--- src/rtl/chu_video_slot_responder.sv ---
// chu_video_slot_responder
// Slot-bus responder for a video controller: ctrl/key/status registers plus a
// posted-write FIFO into slot-local video memory. The FIFO is drained into
// memory only while blank is high.
// Optional macro VIDEO_SLOT_RDBACK_EN: when defined, register readback with
// 1-cycle latency is built; otherwise slot_rd_data is tied to 0.
module chu_video_slot_responder #(
    parameter int FIFO_DEPTH = 4
) (
    input  logic        clk,
    input  logic        reset_n,
    input  logic        slot_cs,
    input  logic        slot_mem_wr,
    input  logic [13:0] slot_reg_addr,
    input  logic [31:0] slot_wr_data,
    output logic [31:0] slot_rd_data,
    input  logic        blank,
    output logic        mem_we,
    output logic [12:0] mem_addr,
    output logic [31:0] mem_wr_data,
    output logic [31:0] ctrl_reg,
    output logic [31:0] key_reg,
    output logic        ovf
);

    localparam int PW = (FIFO_DEPTH > 1) ? $clog2(FIFO_DEPTH) : 1;
    localparam int CW = $clog2(FIFO_DEPTH + 1);

    typedef enum logic {IDLE, DRAIN} state_t;

    state_t         state, state_next;
    logic [44:0]    fifo_mem [FIFO_DEPTH];
    logic [PW-1:0]  wr_ptr, rd_ptr;
    logic [CW-1:0]  count, count_next;
    logic           empty, full;
    logic           wr_req, push, reg_wr, accept, drop, pop;
    logic [44:0]    head;

    // Address bits [12:2] are don't-care for register decode
    logic unused_addr;
    assign unused_addr = ^slot_reg_addr[12:2];

    assign wr_req = slot_cs & slot_mem_wr;
    assign push   = wr_req & slot_reg_addr[13];
    assign reg_wr = wr_req & ~slot_reg_addr[13];
    assign empty  = (count == '0);
    assign full   = (count == CW'(FIFO_DEPTH));
    // A full FIFO still takes a push when the head leaves in the same cycle
    assign accept = push & (~full | pop);
    assign drop   = push & full & ~pop;
    assign head   = fifo_mem[rd_ptr];

    // Drain FSM: the entry cycle already pops so a drain has no bubble
    always_comb begin
        state_next = state;
        pop        = 1'b0;
        case (state)
            IDLE: begin
                if (blank && !empty) begin
                    pop        = 1'b1;
                    state_next = (count_next == '0) ? IDLE : DRAIN;
                end
            end
            DRAIN: begin
                if (blank && !empty) pop = 1'b1;
                if (!blank || count_next == '0) state_next = IDLE;
            end
            default: state_next = IDLE;
        endcase
    end

    // Occupancy after this cycle's push/pop
    always_comb begin
        count_next = count;
        case ({accept, pop})
            2'b10:   count_next = count + 1'b1;
            2'b01:   count_next = count - 1'b1;
            default: count_next = count;
        endcase
    end

    // FSM state, pointers and occupancy
    always_ff @(posedge clk or negedge reset_n) begin
        if (!reset_n) begin
            state  <= IDLE;
            wr_ptr <= '0;
            rd_ptr <= '0;
            count  <= '0;
        end else begin
            state <= state_next;
            count <= count_next;
            if (accept) wr_ptr <= wr_ptr + 1'b1;
            if (pop)    rd_ptr <= rd_ptr + 1'b1;
        end
    end

    // FIFO storage; contents are meaningless while count says empty
    always_ff @(posedge clk) begin
        if (accept) fifo_mem[wr_ptr] <= {slot_reg_addr[12:0], slot_wr_data};
    end

    // Memory write port: strobe follows the pop, address/data hold otherwise
    always_ff @(posedge clk or negedge reset_n) begin
        if (!reset_n) begin
            mem_we      <= 1'b0;
            mem_addr    <= '0;
            mem_wr_data <= '0;
        end else begin
            mem_we <= pop;
            if (pop) {mem_addr, mem_wr_data} <= head;
        end
    end

    // Control/key registers and sticky overflow (set beats clear)
    always_ff @(posedge clk or negedge reset_n) begin
        if (!reset_n) begin
            ctrl_reg <= '0;
            key_reg  <= '0;
            ovf      <= 1'b0;
        end else begin
            if (reg_wr && slot_reg_addr[1:0] == 2'd0) ctrl_reg <= slot_wr_data;
            if (reg_wr && slot_reg_addr[1:0] == 2'd1) key_reg  <= slot_wr_data;
            if (drop)
                ovf <= 1'b1;
            else if (reg_wr && slot_reg_addr[1:0] == 2'd2 && slot_wr_data[0])
                ovf <= 1'b0;
        end
    end

`ifdef VIDEO_SLOT_RDBACK_EN
    logic        rd_req;
    logic [4:0]  count5;
    logic [31:0] rd_mux;

    assign rd_req = slot_cs & ~slot_mem_wr;
    assign count5 = 5'(count);

    // Read mux; the memory window and reserved slot read as zero
    always_comb begin
        rd_mux = '0;
        if (!slot_reg_addr[13]) begin
            case (slot_reg_addr[1:0])
                2'd0:    rd_mux = ctrl_reg;
                2'd1:    rd_mux = key_reg;
                2'd2:    rd_mux = {23'd0, count5, 1'b0, full, empty, ovf};
                default: rd_mux = '0;
            endcase
        end
    end

    // Registered read data, held between reads
    always_ff @(posedge clk or negedge reset_n) begin
        if (!reset_n)    slot_rd_data <= '0;
        else if (rd_req) slot_rd_data <= rd_mux;
    end
`else
    assign slot_rd_data = '0;
`endif

endmodule
--- config.mk ---
export PLATFORM = sky130hd
export DESIGN_NAME = chu_video_slot_responder
export DESIGN_NICKNAME = d
export VERILOG_FILES = /design/src/rtl/chu_video_slot_responder.sv
export SDC_FILE = /design/constraint.sdc
export NUM_CORES = 1
export LEC_CHECK = 0
export BUFFER_PORTS_ARGS = -buffer_cell sky130_fd_sc_hd__buf_2
export CAP_MARGIN = 10
export CORE_ASPECT_RATIO = 1.75
export CORE_MARGIN = 2
export CORE_UTILIZATION = 60
export CTS_CLUSTER_SIZE = 30
export DETAILED_ROUTE_END_ITERATION = 8
export PLACE_DENSITY_LB_ADDON = 0.25
export SLEW_MARGIN = 0
export SYNTH_ARGS = -nofsm -noshare
export SYNTH_HDL_FRONTEND = slang
export SYNTH_SLANG_ARGS = --single-unit
--- constraint.sdc ---
create_clock -name clk -period 5.5 [get_ports clk]
set_input_delay 1.1 -clock clk [delete_from_list [all_inputs] [get_ports clk]]
set_output_delay 1.1 -clock clk [all_outputs]
set_load 0.05 [all_outputs]
## Word-level counts from Yosys, hierarchy flattened

Memories as Yosys holds them, arrays and structs flattened. A register that Yosys moved wholly into a read port is not among the register bits.
Index checks and enable logic that the tools add are counted.

| cells by class | value |
|---|---|
| reductions and logical operators | 11 |
| equal/unequal tests | 5 |
| muxes and demuxes | 6 |
| bitwise operators | 10 |
| add/subtract/negate cells | 4 |

Operators by type and width:

| operator | count |
|---|---|
| 1-bit bitwise AND | 6 |
| 3-bit case mux with 2 select lines | 1 |
| 1-bit logical AND | 5 |
| 1-bit 2-to-1 mux | 5 |
| 2-bit by 1-bit adder with 2-bit output (second input constant) | 2 |
| 2-bit by 1-bit == test with 1-bit output (second input constant) | 2 |
| 2-bit == test (second input constant) | 2 |
| 2-bit nonzero test | 2 |
| 3-bit by 1-bit adder with 3-bit output (second input constant) | 1 |
| 3-bit == test (second input constant) | 1 |
| 3-bit zero test | 1 |
| 1-bit NOT | 3 |
| 3-bit by 1-bit subtractor with 3-bit output (second input constant) | 1 |
| 1-bit zero test | 2 |
| 2-bit zero test | 1 |
| 1-bit OR | 1 |

| word-level totals | value |
|---|---|
| flip-flop bits (word level) | 73 |
| memories kept | 1 |
| memory bits (writable) | 180 |
| output and inout bits | 143 |
| word-level logic and storage cells | 44 |

Memory list:

| memory | words | bits a word | rd ports | clocked after memory_dff | write ports | line | source |
|---|---|---|---|---|---|---|---|
| fifo_mem | 4 | 45 | 1 | 1 | 1 | 32 | `logic [44:0] fifo_mem [FIFO_DEPTH];` |

## Logic depth before layout (Yosys ltp)

| logic depth | value |
|---|---|
| depth in word-level cells | 8 |
| mapped depth | 8 |

## Worst setup path before layout

OpenSTA, ideal clock, no wires.

| timing path | value |
|---|---|
| path type | input to register |
| start | input slot_reg_addr[13] |
| end | memory fifo_mem[0][0], enable pin |
| path buffers | 0 |
| library setup time | 0.407 ns |
| cell stages on the path | 3 |
| arrival | 2.609 ns |
| slack | 2.484 ns |
| data required time | 5.093 ns |
| path through | nand3_1 nor2_2 and2_1 |

| on the way | value |
|---|---|
| word-level cells in the longest chain between the ends | 4 |

Ends and longest elaborated chain:

| item | line | source |
|---|---|---|
| start, declared | 14 | `input logic [13:0] slot_reg_addr,` |
| 1-bit bitwise AND | 44 | `assign push = wr_req & slot_reg_addr[13];` |
| 1-bit bitwise AND | 49 | `assign accept = push & (~full \| pop);` |
| 1-bit 2-to-1 mux | 99 | `if (accept) fifo_mem[wr_ptr] <= {slot_reg_addr[12:0], slot_wr_data};` |
| 1-bit 2-to-1 mux (not written as such) | 99 |  |
| end, declared | 32 |  |

Every way passes these cells.

## Final worst setup path

| timing path | value |
|---|---|
| start | input blank |
| end | register count[2] |

| on the way | value |
|---|---|
| word-level cells in the longest chain between the ends | 6 |

Ends and longest elaborated chain:

| item | line | source |
|---|---|---|
| start, declared | 17 | `input logic blank,` |
| 1-bit logical AND (*) | 59, 65 |  |
| 1-bit 2-to-1 mux (*) | 59, 65 |  |
| 1-bit OR | 49 |  |
| 1-bit bitwise AND | 49 |  |
| 2-bit by 1-bit == test with 1-bit output / 2-bit == test (equally long branches) | 75 | `case ({accept, pop})` |
| 3-bit case mux with 2 select lines / 2-bit nonzero test (equally long branches) | -- |  |
| end signal, assigned | 91 | `count <= count_next;` |
| end, declared | 34 | `logic [CW-1:0] count, count_next;` |

Mark *: on every way between the ends. The rest lies on a longest branch, timed or not.
A chain may end at the register's enable or synchronous reset.

==> results.yml <==
synthesis:
  ys.flop_type: "edfxtp_1"
  async_flop_share_pct: 39.60
  yosys.cell_types.count: 32
  syn_inst: 641
  synth_seq_cells: 298
  yosysTopAreaCell: "edfxtp_1"
  synth_area_um2: 11380
  synth_area_per_cell_um2: 17.75
  yosysSeqAreaShare_pct: 73.46
  synth_edf_count: 180
  yosys_warnings: 0
  synth_top_area_share_pct: 47.50
  synth_area_leaders: "edfxtp_1, dfrtp_1, mux4_2"
sta:
  fmax_ghz: 0.3496
  rsz0062_at_grt: "false"
  finalHoldViolCount: 0
  final_max_slew_viol_count: 0
  worst_pin_slew_ns: 1.237
  max-slew-margin-rel_pct: 17.53
  skew_ns: 0.01051
  setup_viol: 0
  setup_tns_ns: 0
  finalCritPeriodShare_pct: 52.00
  period_minus_slack_ns: 2.860
worst_hold_path:
  hold-path-endpoint: "mem_wr_data[17]$_DFFE_PN0P_"
  hp-class: "flop to flop"
  min_from: "mem_wr_data[17]$_DFFE_PN0P_"
  hold-path-cell-count: 2
clock_tree:
  ctsResizeCount: 0
  clock_latency_ns: 0.51
  clock-sinks: 298
  cts_buffers: 24
  cts_setup_buffers: 0
  clk_pin_slew_worst_paths_ns: 0.07
  post_cts_hold_buffer_count: 0
  cts_max_level: 1
  tritoncts: "yes"
  clk_path_buf_depth: 3
  root_buffer: "clkbuf_16"
critical_path:
  endpoint_kind: "flop"
  cp_top_family: "buffers and inverters"
  critPathSlowestCell: "inv_2"
  worstPathArrival_ns: 3.25
  cp_slowest_stage_delay_ns: 0.65
  crit_fanout: 49
  r2r-start: "count[0]$_DFFE_PN0P_"
  start_kind: "input port"
  worstPathRequired_ns: 5.89
  crit_path_cell_trace: "buf_2, o31ai_4, inv_2, and2_1, inv_1, fa_1, nor4_1, a21oi_1, xnor2_1"
  r2r_end: "count[2]$_DFFE_PN0P_"
  worst-setup-path-type: "input port to flop"
  path_buf_inv: 3
  reg2reg_depth: 8
  reg2reg_slack_ns: 2.87
global_route:
  antenna_found_initial: 2
  track_usage_pct: 21.42
  grt_pass1_vias: 6166
  grt_pass1_wl_um: 32980
  grt_overflow_total: 0
  grt_max_degree: 62
place:
  gp_congestion: 0.7340
  io_buffers: 161
  dp_hpwl_um: 12580
finish:
  largest_register: "fifo_mem"
  fin_util_pct: 70.22
  final_common_cell: "edfxtp_1"
  largest_reg_flops: 180
  drive_gt1_share_pct: 39.20
  fillers: 1234
  seq_area_um2: 8363
  nets: 862
  area_growth_syn_to_layout_pct: 14.66
  multi_input_area_um2: 2666
  final_cell_mix: "edfxtp_1, buf_2, nand2_1, dfrtp_1, mux2_2"
route:
  vias: 5801
  ant_nets: 0
  totalWireLength_um: 20730
  drc_errors: 0
  wl_per_cell_um: 19.48
  vias_per_cell: 5.452
  first_iter_violations: 176
  drtPass1Iterations: 5
floorplanning:
  ioPinCount: 194
  core-area_um2: 18580
  fp-row-count: 66
  die_w_um: 108.1
  dieArea_um2: 20130
  initial_core_util_pct: 61.24
  die_h_um: 186.2
power_and_ir_drop:
  peakVddDrop_uv: 411.1
  power.static_leakage_nw: 5.373
  power_density_nw_per_um2: 547.8
status:
  status: "complete, no violations"
job:
  cap_violations: 0
cell type report:
| class | count | share of cell area (%) |
|---|---|---|
| multi-input cells | 309 | 20.44 |
| repair buffers | 166 | 6.579 |
| clock inverters | 10 | 0.9974 |
| diodes | 2 | 0.03836 |
| clock buffers | 34 | 5.361 |
| well taps | 238 | 2.283 |
| flip-flops and latches | 298 | 64.10 |
| inverters | 7 | 0.2014 |
worst max-delay path by stage:
stage	cells past startpoint	to	slack (ns)	startpoint
floorplan	3	fifo_mem[0][0]$_DFFE_PP_	2.48	slot_reg_addr[13]
global placement	9	count[2]$_DFFE_PN0P_	2.10	blank
detailed placement	9	count[2]$_DFFE_PN0P_	2.13	blank
CTS	9	count[2]$_DFFE_PN0P_	2.64	blank
global route	9	count[2]$_DFFE_PN0P_	2.45	blank
finish	9	count[2]$_DFFE_PN0P_	2.64	blank
synthesized netlist by cell type (2+ instances only):
cell type  instances
edfxtp_1         180
nand2_1          139
dfrtp_1          118
mux2_2            59
mux4_2            45
buf_4             36
buf_2             11
buf_6              7
inv_1              6
and2_1             5
xnor2_1            5
ha_1               4
clkbuf_8           3
mux2_4             3
mux2_1             2
o21ai_0            2
through the flow:
stage                     area [um^2]  setup slack [ns]  cells  hold WS (ns)  power [W]
final                           13050             2.640   1064        0.4704   0.007147
after global routing            13050             2.451   1064        0.4960   0.007469
after CTS                       13020             2.636   1061        0.4778   0.007227
after detailed placement        12190             2.129   1017        0.4614   0.005440
after global placement          12190             2.099   1017        0.4544   0.005378
after floorplan                 11490             2.484    672        0.5150   0.004914
power by group:
part / internal (W) / total [W] / switching (W)
Sequential: 0.00276 / 0.00312 / 0.000358
Combinational: 0.000710 / 0.00225 / 0.00155
Clock: 0.00103 / 0.00178 / 0.000747
per-layer routing:
| metal | wire length (um) | up-vias | global-route usage (%) |
|---|---|---|---|
| met1 | 7995 | 2996 | 27.36 |
| met4 | 397 | 0 | 5.077 |
| li1 | - | 2599 | - |
| met2 | 11330 | 175 | 38.84 |
| met5 | 0 | - | 0 |
| met3 | 1010 | 31 | 3.171 |
kinds of logic (layout without fill, tap and decap cells):
group,after synthesis,count (layout),synth area share [%]
XOR/XNOR,5,5,0.3849
AO/OA/AOI/OAI,6,6,0.4728
flip-flops,298,298,73.45
AND/OR/NAND/NOR,151,151,5.432
other,1,34,0.03296
adder cells (fa/ha/maj),5,5,0.6158
buffers and inverters,65,217,4.179
multiplexers,110,110,15.43
tightest hold or removal path: stages, from the launching register on:
cell and delay, ns:
dfrtp_1 0.34, nand2_1 0.05, nand2_1 0.05
No activity file was read; power rests on OpenSTA's default activity.
